[src/rtl/comparator_search_ctrl.sv]
// rtl/comparator_search_ctrl.sv - binary-search controller driving comparator operand b
// Probes a magnitude comparator until equality, reporting the value, probe count and flag errors.
module comparator_search_ctrl #(
    parameter int WIDTH = 3
) (
    input  logic             clk_i,
    input  logic             rst_i,
    input  logic             start_i,
    output logic [WIDTH-1:0] guess_o,
    input  logic             cmp_lt_i,
    input  logic             cmp_gt_i,
    input  logic             cmp_eq_i,
    output logic             busy_o,
    output logic             done_o,
    output logic [WIDTH-1:0] result_o,
    output logic [WIDTH:0]   probes_o,
    output logic             error_o
);

    localparam logic [WIDTH-1:0] MAX_VAL = '1;
    localparam logic [WIDTH:0]   ONE_X   = 1;

    typedef enum logic [1:0] {
        S_IDLE,
        S_PROBE,
        S_DONE
    } state_e;

    state_e           state_q, state_d;
    logic [WIDTH-1:0] lo_q, lo_d;
    logic [WIDTH-1:0] hi_q, hi_d;
    logic [WIDTH-1:0] guess_q, guess_d;
    logic [WIDTH-1:0] result_q, result_d;
    logic [WIDTH:0]   probes_q, probes_d;
    logic             error_q, error_d;

    // Bounds are held one bit wider so a bad update shows up as lo > hi rather than wrapping.
    logic [WIDTH:0]   lo_ext, hi_ext, mid_sum;
    logic             narrow;

    always_comb begin
        state_d  = state_q;
        lo_d     = lo_q;
        hi_d     = hi_q;
        guess_d  = guess_q;
        result_d = result_q;
        probes_d = probes_q;
        error_d  = error_q;
        lo_ext   = {1'b0, lo_q};
        hi_ext   = {1'b0, hi_q};
        mid_sum  = '0;
        narrow   = 1'b0;

        case (state_q)
            S_IDLE: begin
                if (start_i) begin
                    lo_d     = '0;
                    hi_d     = MAX_VAL;
                    mid_sum  = {1'b0, MAX_VAL};
                    guess_d  = mid_sum[WIDTH:1];
                    probes_d = '0;
                    error_d  = 1'b0;
                    state_d  = S_PROBE;
                end
            end
            S_PROBE: begin
                probes_d = probes_q + ONE_X;
                case ({cmp_lt_i, cmp_gt_i, cmp_eq_i})
                    3'b001: begin
                        result_d = guess_q;
                        state_d  = S_DONE;
                    end
                    3'b100: begin
                        if (guess_q == '0) begin
                            error_d = 1'b1;
                            state_d = S_DONE;
                        end else begin
                            hi_ext = {1'b0, guess_q} - ONE_X;
                            narrow = 1'b1;
                        end
                    end
                    3'b010: begin
                        if (guess_q == MAX_VAL) begin
                            error_d = 1'b1;
                            state_d = S_DONE;
                        end else begin
                            lo_ext = {1'b0, guess_q} + ONE_X;
                            narrow = 1'b1;
                        end
                    end
                    default: begin
                        error_d = 1'b1;
                        state_d = S_DONE;
                    end
                endcase

                if (narrow) begin
                    if (lo_ext > hi_ext) begin
                        error_d = 1'b1;
                        state_d = S_DONE;
                    end else begin
                        lo_d    = lo_ext[WIDTH-1:0];
                        hi_d    = hi_ext[WIDTH-1:0];
                        mid_sum = lo_ext + hi_ext;
                        guess_d = mid_sum[WIDTH:1];
                    end
                end
            end
            S_DONE: begin
                state_d = S_IDLE;
            end
            default: begin
                state_d = S_IDLE;
            end
        endcase
    end

    always_ff @(posedge clk_i or posedge rst_i) begin
        if (rst_i) begin
            state_q  <= S_IDLE;
            lo_q     <= '0;
            hi_q     <= '0;
            guess_q  <= '0;
            result_q <= '0;
            probes_q <= '0;
            error_q  <= 1'b0;
        end else begin
            state_q  <= state_d;
            lo_q     <= lo_d;
            hi_q     <= hi_d;
            guess_q  <= guess_d;
            result_q <= result_d;
            probes_q <= probes_d;
            error_q  <= error_d;
        end
    end

    assign guess_o  = guess_q;
    assign result_o = result_q;
    assign probes_o = probes_q;
    assign error_o  = error_q;
    assign busy_o   = (state_q == S_PROBE);
    assign done_o   = (state_q == S_DONE);

endmodule

[config.mk]
export PLATFORM = sky130hd
export DESIGN_NAME = comparator_search_ctrl
export DESIGN_NICKNAME = d
export VERILOG_FILES = /design/src/rtl/comparator_search_ctrl.sv
export SDC_FILE = /design/constraint.sdc
export NUM_CORES = 1
export LEC_CHECK = 0
export ABC_AREA = 1
export CORE_ASPECT_RATIO = 0.8
export CORE_UTILIZATION = 30
export DETAILED_ROUTE_END_ITERATION = 10
export GPL_TIMING_DRIVEN = 0
export HOLD_SLACK_MARGIN = 0.1
export PLACE_DENSITY_LB_ADDON = 0.25
export SLEW_MARGIN = 10
export SYNTH_ARGS = -nofsm -noshare
export SYNTH_HDL_FRONTEND = slang
export SYNTH_SLANG_ARGS = --single-unit
[constraint.sdc]
create_clock -name clk_i -period 6.1 [get_ports clk_i]
set_clock_uncertainty 0.15 [all_clocks]
set_input_delay 0.61 -clock clk_i [delete_from_list [all_inputs] [get_ports clk_i]]
set_output_delay 0.61 -clock clk_i [all_outputs]
set_load 0.03 [all_outputs]
==> results.sh <==
export IMPL_yosysMostFrequentCell="nand2_1"
export IMPL_diodes=0
export IMPL_synthTopCellsByArea="dfrtp_1 (35%), nand2_1 (16%), ha_1 (11%)"
export IMPL_synth_top_area_share_pct=34.6
export IMPL_slowest_delay_ns=0.50
export IMPL_cp_slowest_cell="clkdlybuf4s50_1"
export IMPL_cap_violations=0
export IMPL_drtAntennaViolNets=0
export IMPL_die_h_um=62.6
export IMPL_cts_path_max_buffers=2
export IMPL_synth_top_area_cell="dfrtp_1"
export IMPL_tightest_slew_ns=0.756
export IMPL_vias=1141
export IMPL_place_ws_ns=2.81
export IMPL_area_growth_syn_to_layout_pct=21.6
export IMPL_grt_ovfl_total=0
export IMPL_fin_crit_ns=3.07
export IMPL_cpMostUsedCell="nand2_1"
export IMPL_dieWidth_um=77.7
export IMPL_yosysWarnings=0
export IMPL_grtUsageTotal_pct=13.4
export IMPL_wirelength_um=3000
export IMPL_row_count=21
export IMPL_antenna_found_initial=0
export IMPL_drt_vias_per_instance=4.44
export IMPL_worst_slack_ns=3.03
export IMPL_wl_met1_um=1630
export IMPL_synthTopCellsByCount="nand2_1 (58), inv_1 (23), dfrtp_1 (19), ha_1 (12), nand3_1 (10)"
export IMPL_drt_pre_antenna_iters=4
export IMPL_syn_num_nets=197
export IMPL_tritoncts="built"
export IMPL_max_freq_ghz=0.326
export IMPL_ys_seq_area_share_pct=34.6
export IMPL_synthCells=178
export IMPL_fin_nets=220
export IMPL_grt_pass1_vias=1003
export IMPL_critical_path_top_delay_family="simple AND/OR/NAND/NOR gates"
export IMPL_cp_required_ns=6.10
export IMPL_critPathKind="in2reg"
export IMPL_crit_fanout=5
export IMPL_post_route_period_util_pct=50.3
export IMPL_hold_path_class="reg2reg"
export IMPL_drive_gt1_share_pct=11.0
export IMPL_synth_edf_count=0
export IMPL_cts_resized=0
export IMPL_end_kind="register"
export IMPL_p_per_area_mw_per_mm2=465
export IMPL_coreArea_mm2=0.00428
export IMPL_met3_wirelength_um=127
export IMPL_met2_length_um=1220
export IMPL_finalSetupViolCount=0
export IMPL_avgSynthCellArea_um2=7.73
export IMPL_setup_worst_path_start_class="input pin"
export IMPL_hold_violations=0
export IMPL_place_congestion=0.831
export IMPL_grt_max_degree=20
export IMPL_ir_worst_vdd_uv=208
export IMPL_post_dp_hpwl_um=2310
export IMPL_numCtsBuffers=3
export IMPL_clk_latency_ns=0.26
export IMPL_arrival_ns=3.07
export IMPL_async_flop_share_pct=100
export IMPL_synth_cell_types=23
export IMPL_cts_root_buf="clkbuf_8"
export IMPL_path_cells="clkdlybuf4s50_1, inv_1, nand3_1, nor2_2, nand2_1, o21ai_0, inv_1, ha_1, nor2_2, nand2_1, nand2_1, nand2_1, nand3_1, clkinv_1, nand2_1, nand2_1"
export IMPL_die_area_mm2=0.00486
export IMPL_setup_tns_final_ns=0
export IMPL_start_util_pct=32.1
export IMPL_grt_pass1_wl_um=5040
export IMPL_io_pin_count=19
export IMPL_cts_hold_buffers=0
export IMPL_syn_cell_area_mm2=0.00138
export IMPL_relSlewSlack_pct=49.6
export IMPL_outcome="finished, final reports clean"
export IMPL_drv_slew=0
export IMPL_routed_top_layer="met4"
export IMPL_rsz0062_at_grt="no"
export IMPL_postCtsSetupBuffers=0
export IMPL_ys_ff_latch=19
export IMPL_ys_flop_type="dfrtp_1"
export IMPL_cts_htree_levels=1
export IMPL_path_buf_inv=4
export IMPL_p_leak_nw=0.867
export IMPL_clock_sinks=19
export IMPL_numPortBuffers=18
export IMPL_drc=0
export IMPL_path_clk_slew_ns=0.07
export IMPL_drt_wirelength_per_cell_um=11.7
export IMPL_drt_initial_drc_count=74
sequential cells by signal (all words and copies together) (netlist names):
name / cells
state_q: 2
hi_q: 3
guess_o: 3
probes_o: 4
result_o: 3
lo_q: 3
error_o: 1
report_power, final:
group / total, mW / internal, mW / switching [mW]
Sequential: 0.211 / 0.172 / 0.0391
Clock: 0.0893 / 0.0465 / 0.0428
Combinational: 0.477 / 0.181 / 0.296
Total: 0.777 / 0.399 / 0.378
path summary, 6_finish.rpt:
check                           start          end  slack [ns]  depth (start not counted)
max                          cmp_lt_i      lo_q[0]        3.03                         16
min                           lo_q[2]      lo_q[2]        0.32                          2
max reg2reg                guess_o[0]      lo_q[0]        3.27                         16
min reg2reg                   lo_q[2]      lo_q[2]        0.32                          2
max in group asynchronous       rst_i      hi_q[1]        4.69                          2
min in group asynchronous       rst_i  probes_o[2]        0.64                          2
through the flow:
step | cell area (um2) | power, mW | hold slack (ns) | cells | util (%)
floorplan | 1380 | 0.550 | 0.287 | 178 | -
global placement | 1630 | 0.695 | 0.304 | 253 | 38.0
detailed placement | 1630 | 0.694 | 0.313 | 253 | 38.0
CTS | 1670 | 0.787 | 0.332 | 257 | 39.0
global route | 1670 | 0.851 | 0.357 | 257 | 39.0
finish | 1670 | 0.777 | 0.322 | 257 | 39.0
placed cells by master, fill, tap and decap left out, drive strengths merged:
cell	n
nor2	11
inv	26
clkinv	1
nand4	8
clkdlybuf4s50	18
ha	12
clkbuf	4
buf	2
o22ai	1
dfrtp	19
fa	1
nand3	14
xor2	1
nor3	3
xnor2	2
nand2	63
o21ai	9
a21oi	5
cell families after synthesis:
kind of cell | count (synthesis) | share of synthesized area (%)
fa+ha+maj | 13 | 12.4
compound gates | 15 | 5.82
buf+inv | 29 | 9.01
flops | 19 | 34.6
xor+xnor | 3 | 1.91
simple gates | 99 | 36.3
metal layers:
layer  vias up  GRT usage, %
li1        611             -
met1       509          21.6
met2        19          18.0
met3         2          3.07
met4         0          1.42
met5         -             0
worst reg2reg max path, cell delays in order, from the launching register on:
cell	delay (ns)
dfrtp_1	0.45
ha_1	0.22
nand2_1	0.10
inv_1	0.06
nor2_2	0.29
nand2_1	0.12
o21ai_0	0.12
inv_1	0.10
ha_1	0.37
nor2_2	0.15
nand2_1	0.06
nand2_1	0.13
nand2_1	0.07
nand3_1	0.10
clkinv_1	0.12
nand2_1	0.08
nand2_1	0.05
cell type report:
class,count,area (um2)
repair buffers,18,180
well taps,57,71.3
clock buffers,4,45.0
flip-flops and latches,19,475
fillers,457,2610
plain buffers,2,22.5
multi-input cells,130,776
inverters,27,101
(Power assumes the default switching activity.)
